### src/rtl/square_scheduler_if.sv
// -----------------------------------------------------------------------------
// square_scheduler_if
// Bundles the request, shared-multiplier and result signals of square_scheduler.
//   clr        : synchronous flush request
//   ch_en      : per-channel enable mask
//   req_valid  : per-channel sample valid
//   req_data   : per-channel samples, channel i at [i*W +: W]
//   req_ready  : one-hot grant back to the channels
//   mul_src0/1 : operands to the shared square unit
//   mul_res    : result from the shared square unit
//   res_valid  : one-cycle result strobe
//   res_ch     : channel tag of the result
//   res_data   : unsigned square of the sample
//   busy       : any operation in flight
// master = environment (channels, square unit, consumer); slave = scheduler.
// -----------------------------------------------------------------------------
interface square_scheduler_if #(
   parameter int SRC_DATA_WIDTH = 16,
   parameter int N_CH           = 4,
   parameter int CH_W           = 2
);
   logic                           clr;
   logic [N_CH-1:0]                ch_en;
   logic [N_CH-1:0]                req_valid;
   logic [N_CH*SRC_DATA_WIDTH-1:0] req_data;
   logic [N_CH-1:0]                req_ready;
   logic [SRC_DATA_WIDTH-1:0]      mul_src0;
   logic [SRC_DATA_WIDTH-1:0]      mul_src1;
   logic [2*SRC_DATA_WIDTH-1:0]    mul_res;
   logic                           res_valid;
   logic [CH_W-1:0]                res_ch;
   logic [2*SRC_DATA_WIDTH-1:0]    res_data;
   logic                           busy;

   modport master (
      output clr, ch_en, req_valid, req_data, mul_res,
      input  req_ready, mul_src0, mul_src1, res_valid, res_ch, res_data, busy
   );

   modport slave (
      input  clr, ch_en, req_valid, req_data, mul_res,
      output req_ready, mul_src0, mul_src1, res_valid, res_ch, res_data, busy
   );
endinterface

### src/rtl/square_scheduler.sv
// -----------------------------------------------------------------------------
// square_scheduler
// Time-shares one square unit across N_CH sample channels. A round-robin
// arbiter grants one channel per cycle, the granted sample is registered onto
// the unit's operands, and a tag pipeline matching the unit latency carries the
// channel index so each result leaves with its tag, in acceptance order.
//   clk   : system clock, rising edge
//   rst_n : asynchronous active-low reset
//   bus   : square_scheduler_if.slave (request, multiplier and result signals)
// -----------------------------------------------------------------------------
module square_scheduler #(
   parameter int SRC_DATA_WIDTH = 16,
   parameter int N_CH           = 4,
   parameter int CH_W           = 2,
   parameter int MUL_LATENCY    = 0
) (
   input  logic               clk,
   input  logic               rst_n,
   square_scheduler_if.slave  bus
);
   localparam int W = SRC_DATA_WIDTH;
   localparam int L = MUL_LATENCY;

   logic [N_CH-1:0]       w_elig;
   logic [N_CH-1:0]       w_grant;
   logic [CH_W-1:0]       w_gnt_idx;
   logic                  w_xfer;

   logic [CH_W-1:0]       r_rr_ptr;
   logic [W-1:0]          r_iss_data;
   // r_vld_pipe[0] is the issue-stage valid; stage L lines up with mul_res.
   logic [L:0]            r_vld_pipe;
   logic [L:0][CH_W-1:0]  r_tag_pipe;
   logic                  r_res_valid;
   logic [CH_W-1:0]       r_res_ch;
   logic [2*W-1:0]        r_res_data;

   // Scan from the pointer upward with wrap; the first eligible channel wins.
   // A grant implies valid, so a grant is always a transfer.
   always_comb begin
      int idx;
      w_elig    = bus.req_valid & bus.ch_en;
      w_grant   = '0;
      w_gnt_idx = '0;
      w_xfer    = 1'b0;
      idx       = 0;
      for (int k = 0; k < N_CH; k++) begin
         idx = int'(r_rr_ptr) + k;
         if (idx >= N_CH) idx = idx - N_CH;
         if (!w_xfer && !bus.clr && w_elig[idx]) begin
            w_xfer       = 1'b1;
            w_gnt_idx    = CH_W'(idx);
            w_grant[idx] = 1'b1;
         end
      end
   end

   always_ff @(posedge clk or negedge rst_n) begin
      if (!rst_n) begin
         r_rr_ptr    <= '0;
         r_iss_data  <= '0;
         r_vld_pipe  <= '0;
         r_tag_pipe  <= '0;
         r_res_valid <= 1'b0;
         r_res_ch    <= '0;
         r_res_data  <= '0;
      end else if (bus.clr) begin
         // Flush drops every in-flight op; result data/tag hold their last value.
         r_rr_ptr    <= '0;
         r_vld_pipe  <= '0;
         r_res_valid <= 1'b0;
      end else begin
         if (w_xfer) begin
            r_rr_ptr      <= (w_gnt_idx == CH_W'(N_CH - 1)) ? '0 : w_gnt_idx + 1'b1;
            r_iss_data    <= bus.req_data[w_gnt_idx*W +: W];
            r_tag_pipe[0] <= w_gnt_idx;
         end
         r_vld_pipe[0] <= w_xfer;
         for (int s = 1; s <= L; s++) begin
            r_vld_pipe[s] <= r_vld_pipe[s-1];
            r_tag_pipe[s] <= r_tag_pipe[s-1];
         end
         r_res_valid <= r_vld_pipe[L];
         if (r_vld_pipe[L]) begin
            r_res_data <= bus.mul_res;
            r_res_ch   <= r_tag_pipe[L];
         end
      end
   end

   assign bus.req_ready = w_grant;
   assign bus.mul_src0  = r_iss_data;
   assign bus.mul_src1  = r_iss_data;
   assign bus.res_valid = r_res_valid;
   assign bus.res_ch    = r_res_ch;
   assign bus.res_data  = r_res_data;
   assign bus.busy      = (|r_vld_pipe) | r_res_valid;
endmodule
### src/flat_wrapper.sv
// flat-port wrapper written by rule: the top's interface ports become plain ports
module square_scheduler_flat 
#(
   parameter int SRC_DATA_WIDTH = 16,
   parameter int N_CH           = 4,
   parameter int CH_W           = 2,
   parameter int MUL_LATENCY    = 0
)
  (clk, rst_n, bus_clr, bus_ch_en, bus_req_valid, bus_req_data, bus_mul_res, bus_req_ready, bus_mul_src0, bus_mul_src1, bus_res_valid, bus_res_ch, bus_res_data, bus_busy);
  square_scheduler_if #(.SRC_DATA_WIDTH(SRC_DATA_WIDTH), .N_CH(N_CH), .CH_W(CH_W)) bus_i ();
  input  logic clk;
  input  logic rst_n;
  input wire logic [$bits(bus_i.clr)-1:0] bus_clr;
  input wire logic [$bits(bus_i.ch_en)-1:0] bus_ch_en;
  input wire logic [$bits(bus_i.req_valid)-1:0] bus_req_valid;
  input wire logic [$bits(bus_i.req_data)-1:0] bus_req_data;
  input wire logic [$bits(bus_i.mul_res)-1:0] bus_mul_res;
  output wire logic [$bits(bus_i.req_ready)-1:0] bus_req_ready;
  output wire logic [$bits(bus_i.mul_src0)-1:0] bus_mul_src0;
  output wire logic [$bits(bus_i.mul_src1)-1:0] bus_mul_src1;
  output wire logic [$bits(bus_i.res_valid)-1:0] bus_res_valid;
  output wire logic [$bits(bus_i.res_ch)-1:0] bus_res_ch;
  output wire logic [$bits(bus_i.res_data)-1:0] bus_res_data;
  output wire logic [$bits(bus_i.busy)-1:0] bus_busy;
  assign bus_i.clr = bus_clr;
  assign bus_i.ch_en = bus_ch_en;
  assign bus_i.req_valid = bus_req_valid;
  assign bus_i.req_data = bus_req_data;
  assign bus_i.mul_res = bus_mul_res;
  assign bus_req_ready = bus_i.req_ready;
  assign bus_mul_src0 = bus_i.mul_src0;
  assign bus_mul_src1 = bus_i.mul_src1;
  assign bus_res_valid = bus_i.res_valid;
  assign bus_res_ch = bus_i.res_ch;
  assign bus_res_data = bus_i.res_data;
  assign bus_busy = bus_i.busy;
  square_scheduler #(.SRC_DATA_WIDTH(SRC_DATA_WIDTH), .N_CH(N_CH), .CH_W(CH_W), .MUL_LATENCY(MUL_LATENCY)) u_core (.clk(clk), .rst_n(rst_n), .bus(bus_i));
endmodule
### config.mk
export PLATFORM = sky130hd
export DESIGN_NAME = square_scheduler_flat
export DESIGN_NICKNAME = d
export VERILOG_FILES = /design/src/rtl/square_scheduler_if.sv /design/src/rtl/square_scheduler.sv /design/src/flat_wrapper.sv
export SDC_FILE = /design/constraint.sdc
export NUM_CORES = 1
export LEC_CHECK = 0
export ABC_AREA = 1
export BUFFER_PORTS_ARGS = -buffer_cell sky130_fd_sc_hd__buf_2
export CAP_MARGIN = 20
export CORE_MARGIN = 8
export CORE_UTILIZATION = 46
export DETAILED_ROUTE_END_ITERATION = 8
export PLACE_DENSITY_LB_ADDON = 0.1
export SLEW_MARGIN = 20
export SYNTH_ARGS = -nofsm -noshare
export SYNTH_HDL_FRONTEND = slang
export SYNTH_SLANG_ARGS = --single-unit
### constraint.sdc
create_clock -name clk -period 3.2 [get_ports clk]
set_clock_uncertainty 0.15 [all_clocks]
set_input_delay 0.32 -clock clk [delete_from_list [all_inputs] [get_ports clk]]
set_output_delay 0.32 -clock clk [all_outputs]
set_load 0.01 [all_outputs]
==> metrics.yaml, run 1 <==
wl_um: 9920
ant_nets: 0
wl_per_cell_um: 13.2
drv_cap: 0
cts_tree: "built"
fillers: 730
yosysTopAreaCell: "dfrtp_1"
final_nets: 768
cts-htree-levels: 2
antenna_found_initial: 0
drcViolationCount: 0
preCtsSetupSlack_ns: 0.374
io_buffers: 178
fp.dieW_um: 103
crit_chain: "inv_2 -> ha_1 -> inv_1 -> nand3_1 -> nand2_2 -> nand4_4 -> nor2_4 -> inv_1 -> o21ai_0 -> buf_2"
final_cell_area_sq_mm: 0.00442
netlist_instances: 494
ios: 179
netlist-cell-type-count: 28
postSynthNetCount: 608
slew_headroom_pct: 59.3
cp_max_fo: 10
grt_use_total_pct: 19.1
first_global_vias: 3668
core_sq_mm: 0.00725
post-dp-hpwl_um: 7970
num_antenna_cells: 0
via_per_inst: 4.73
cp.arrival_ns: 2.50
dpl_cell_area_sq_mm: 0.00430
vdd_drop_max_uv: 515
dp.cells: 745
status: "completed"
insertion_delay_ns: 0.30
cp_common_cell: "inv_1"
synth_seq_cells: 56
start_util_pct: 47.5
period_needed_ns: 2.97
fin_total_pwr_mw: 4.40
leakage_nw: 2.76
syn_area_per_cell_sq_um: 6.98
drt_iter0_drc: 139
numCtsBuffers: 5
cts_setup_buffers: 0
drtPass1Iterations: 4
overflow: 0
syn_area_sq_mm: 0.00345
rows: 31
crit_path_max_incr_delay_ns: 0.56
hold_violations: 0
fin_hold_ws_ns: 0.0599
grt_max_degree: 50
path_clk_slew_ns: 0.10
via_count: 3567
slew_violations: 0
hp-class: "input port to register"
cts-root-buf: "clkbuf_8"
area_delta_synth_final_pct: 28.2
final_util_pct: 60.9
pwr_density_cell_mw_per_mm2: 995
worst-setup-path-type: "register to output pin"
rsz0062_at_grt: "no"
clock_path_buffers: 2
drive_gt1_share_pct: 33.7
die_h_um: 103
synth_area_leaders: "dfrtp_1 41%, nand2_1 22%, nand3_1 11%, inv_1 7.3%, buf_4 4.1%"
grt_pass1_wl_um: 16300
fin_ws_ns: 0.233
startpoint_type: "register"
crit_required_ns: 2.73
gp_congestion: 0.881
crit_path_end_kind: "output pin"
synth_top_area_share_pct: 40.7
final_cells: 754
tns_ns: 0
crit_slowest_cell: "dfrtp_1"
period_share_pct: 92.7
yosysSeqAreaShare_pct: 40.7
ys_warn_count: 0
fmax_mhz: 337
dieArea_sq_mm: 0.0105
setup_viol: 0
clock_sinks: 56
worstMarginPinSlew_ns: 0.610
-- Yosys cell counts (all sizes together) --
cell type / number
dfrtp: 56
o221ai: 1
nor3: 1
inv: 71
a22oi: 1
o22ai: 4
ha: 7
nor2: 8
nand4: 2
clkbuf: 8
a21oi: 5
clkinv: 1
buf: 26
o21ai: 7
nand2: 213
nand3: 82
or2: 1
-- layout by cell type, fill, tap and decap left out, drive strengths merged --
| master | netlist | final |
|---|---|---|
| a21oi | 5 | 5 |
| a22oi | 1 | 1 |
| buf | 26 | 186 |
| bufinv | 0 | 1 |
| clkbuf | 8 | 6 |
| clkinv | 1 | 2 |
| dfrtp | 56 | 56 |
| dlygate4sd3 | 0 | 1 |
| ha | 7 | 7 |
| inv | 71 | 71 |
| nand2 | 213 | 213 |
| nand3 | 82 | 82 |
| nand4 | 2 | 2 |
| nor2 | 8 | 8 |
| nor3 | 1 | 1 |
| o21ai | 7 | 7 |
| o221ai | 1 | 1 |
| o22ai | 4 | 4 |
| or2 | 1 | 1 |
-- sequential cells by signal (all words and copies together) (netlist names) --
signal and cells:
u_core.bus.mul_src0 16, u_core.bus.res_ch 2, u_core.bus.res_data 32, u_core.bus.res_valid 1, u_core.r_rr_ptr 2, u_core.r_tag_pipe 2, u_core.r_vld_pipe 1
-- worst max-delay path: cells and delay by family (launching register included) --
kind / cells / cell delay, ns
fa+ha+maj: 1 / 0.39
buf+inv: 4 / 0.57
flops: 1 / 0.56
simple gates: 4 / 0.52
compound gates: 1 / 0.16
-- layout make-up --
cell class / count / area [sq um] / area share, %
clock inverters: 2 / 35.0 / 0.793
multi-input cells: 332 / 1550 / 35.2
well taps: 99 / 124 / 2.80
inverters: 72 / 270 / 6.11
clock buffers: 6 / 72.6 / 1.64
flip-flops and latches: 56 / 1400 / 31.7
repair buffers: 187 / 963 / 21.8
-- per-layer routing --
| metal | vias to the layer above | share of wire, % | track usage [%] |
|---|---|---|---|
| met5 | - | 0 | 0 |
| met4 | 0 | 1.0 | 4.85 |
| met3 | 8 | 7.2 | 3.92 |
| met2 | 124 | 50 | 33.6 |
| met1 | 1618 | 42 | 23.0 |
| li1 | 1817 | - | - |
-- report_power, final --
part           leakage (nW)  internal [mW]  switching, mW
sequential            0.692           1.06          0.227
combinational          2.01          0.972           1.69
clock                0.0552          0.233          0.220
total                  2.76           2.26           2.14
-- timing repair --
item / in CTS / in global routing
hold buffers: 0 / 1
hold endpoints to repair: 0 / 48
resized for setup: 0 / 0
-- worst paths after layout --
path / from / end / slack [ns] / cells after the start
max in group asynchronous: rst_n / u_core.r_rr_ptr[0] / 1.92 / 3
min in group asynchronous: rst_n / u_core.bus.res_data[20] / 0.42 / 2
worst min register to register: u_core.bus.res_data[2] / u_core.bus.res_data[2] / 0.32 / 2
worst max-delay path: u_core.r_rr_ptr[0] / bus_req_ready[3] / 0.23 / 10
worst min-delay path: bus_mul_res[13] / u_core.bus.res_data[13] / 0.06 / 3
worst max register to register: u_core.r_rr_ptr[0] / u_core.r_rr_ptr[1] / 0.36 / 12
-- logic make-up (layout without fill, tap and decap cells) --
group	count (synthesis)	in the layout	share of synthesized area, %
compound gates	18	18	3.05
fa+ha+maj	7	7	2.54
simple gates	307	307	39.3
flops	56	56	40.7
buf+inv	106	267	14.4
(Power assumes the default switching activity.)
==> inputs of run 2 (changes only) <==
Settings changed: CORE_UTILIZATION 46 to 41, RECOVER_POWER from default to 100.
Clock period 3.2 ns to 2.5 ns, I/O delays scaled along.
==> run 2 against run 1 <==
- hold slack got worse by 0.049 ns
- core utilization shrank 3.0 points
- clock power grew 34%
- count of clock-buffer cells in the layout down 1
- setup slack worse by 0.10 ns
- critical path depth did not move
- total power rose by 31%
- register-to-register slack lost 0.21 ns
- combinational power is 32% higher
- via count increased by 5.2%
- non-clock buffer count rose by 37
- sequential share of layout area shrank 2.1 points
- largest cell class unchanged
==> metrics.yaml, run 2 (synthesis results as in run 1) <==
crit_path_end_kind: "output pin"  # unchanged
ant_nets: 0  # unchanged
startpoint_type: "register"  # unchanged
clock_sinks: 56  # unchanged
dp.cells: 757  # was 745
start_util_pct: 42.2  # was 47.5%
via_per_inst: 4.71  # was 4.73
grt_max_degree: 33  # was 50
ios: 179  # unchanged
setup_viol: 0  # unchanged
worstHoldStart: "bus_mul_res[8]"  # was bus_mul_res[13]
insertion_delay_ns: 0.31  # was 0.30 ns
cts_tree: "built"  # unchanged
grt_pass1_wl_um: 17900  # was 16300 um
gp_congestion: 0.790  # was 0.881
post-dp-hpwl_um: 8250  # was 7970 um
fillers: 814  # was 730
drive_gt1_share_pct: 23.7  # was 33.7%
crit_required_ns: 2.10  # was 2.73 ns
drt_iter0_drc: 143  # was 139
final_cell_mix: "205 x nand2_1, 109 x buf_2, 75 x nand3_1"  # was 205 x nand2_1, 177 x buf_2, 76 x nand3_1
overflow: 0  # unchanged
final_util_pct: 57.9  # was 60.9%
slew_violations: 0  # unchanged
vdd_drop_max_uv: 560  # was 515 uV
fin_ws_ns: 0.128  # was 0.233 ns
hold_end: "u_core.bus.res_data[8]"  # was u_core.bus.res_data[13]
cp_max_fo: 5  # was 10
fin_hold_ws_ns: 0.0104  # was 0.0599 ns
rrSetupSlack_ns: 0.15  # was 0.36 ns
grt_use_total_pct: 18.7  # was 19.1%
drv_cap: 0  # unchanged
antenna_found_initial: 0  # unchanged
wl_um: 10900  # was 9920 um
numCtsBuffers: 5  # unchanged
status: "completed"  # unchanged
core_sq_mm: 0.00818  # was 0.00725 sq mm
timing.rr.start: "u_core.r_rr_ptr[0]"  # unchanged
path_clk_slew_ns: 0.10  # about the same
period_share_pct: 94.9
wl_per_cell_um: 13.7  # was 13.2 um
multi_input_area_sq_mm: 0.00158  # was 0.00155 sq mm
area_delta_synth_final_pct: 37.3  # was 28.2%
largest_reg_flops: 32  # unchanged
cts-root-buf: "clkbuf_8"  # unchanged
worstMarginPinSlew_ns: 1.10  # was 0.610 ns
fp.dieW_um: 108  # was 103 um
clock_path_buffers: 2  # unchanged
via_count: 3751  # was 3567
drtPass1Iterations: 5  # was 4
period_needed_ns: 2.37
first_global_vias: 3836  # was 3668
tns_ns: 0  # unchanged
hp-class: "input port to register"  # unchanged
dieArea_sq_mm: 0.0116  # was 0.0105 sq mm
leakage_nw: 2.71  # was 2.76 nW
worst-r2r-cell-count: 13  # was 12
final_common_cell: "nand2_1"  # unchanged
cp.arrival_ns: 1.97  # was 2.50 ns
cts-htree-levels: 2  # unchanged
die_h_um: 108  # was 103 um
slew_headroom_pct: 26.5  # was 59.3%
drcViolationCount: 0  # unchanged
min_path_cells: 3  # unchanged
preCtsSetupSlack_ns: 0.121  # was 0.374 ns
seqCellArea_sq_mm: 0.00140  # unchanged
final_cells: 797  # was 754
num_antenna_cells: 0  # unchanged
rsz0062_at_grt: "yes"  # was no
pwr_density_cell_mw_per_mm2: 1220  # was 995 mW/mm^2
fmax_mhz: 422
final_nets: 805  # was 768
rows: 33  # was 31
hold_violations: 0  # unchanged
reg2reg_to: "u_core.r_rr_ptr[1]"  # unchanged
io_buffers: 178  # unchanged
worst-setup-path-type: "register to output pin"  # unchanged
-- run 2: critical path, stage by stage (launching register included) --
cell and delay (ns):
dfrtp_1 0.40, inv_2 0.09, ha_4 0.22, inv_2 0.08, nand3_1 0.08, nand2_2 0.13
nand4_4 0.12, nor2_4 0.13, inv_1 0.09, o221ai_2 0.15, buf_2 0.16
-- run 2: worst max-delay path by stage --
stage	startpoint	end	slack (ns)	depth (start not counted)
6_report	u_core.r_rr_ptr[0]	bus_req_ready[1]	0.13	10
5_1_grt	u_core.r_rr_ptr[1]	bus_req_ready[2]	-0.03	10
4_1_cts	u_core.r_rr_ptr[0]	bus_req_ready[1]	0.01	10
3_5_place_dp	u_core.r_rr_ptr[0]	u_core.r_rr_ptr[1]	0.12	12
3_3_place_gp	u_core.r_rr_ptr[0]	u_core.r_rr_ptr[0]	0.19	12
2_1_floorplan	u_core.r_rr_ptr[0]	u_core.r_rr_ptr[1]	0.03	13
-- run 2: power by group --
part	total, mW	leakage, nW	internal, mW	switching (mW)
logic	3.51	1.96	1.23	2.28
clock network	0.605	0.0583	0.302	0.303
registers	1.64	0.692	1.36	0.281
total	5.76	2.71	2.89	2.86
-- run 2: area by class of cell --
| cell class | count | share of cell area (%) |
|---|---|---|
| clock buffers | 5 | 1.45 |
| clock inverters | 3 | 1.00 |
| inverters | 72 | 5.71 |
| multi-input cells | 332 | 33.5 |
| flip-flops and latches | 56 | 29.6 |
| well taps | 105 | 2.78 |
| repair buffers | 224 | 26.0 |
-- run 2: what timing repair did --
item,4_1_cts,5_1_grt
pin swaps,1,2
cloned,0,0
endpoints found under the setup margin,4,23
hold buffers,31,0
setup buffers,1,0
gates resized for setup,1,14
hold endpoints to repair,47,0
-- run 2: metrics by stage --
step	instance area, sq um	total power, mW
floorplan	3450	4.17
global placement	4350	5.11
detailed placement	4350	5.20
CTS	4790	5.87
global route	4730	6.37
finish	4730	5.76
-- run 2: metal layers --
| layer | global-route usage, % | up-vias | wire [um] |
|---|---|---|---|
| met3 | 4.73 | 13 | 777 |
| met2 | 31.8 | 126 | 5300 |
| met4 | 4.16 | 0 | 112 |
| li1 | - | 1894 | - |
| met5 | 0 | - | 0 |
| met1 | 23.2 | 1718 | 4700 |
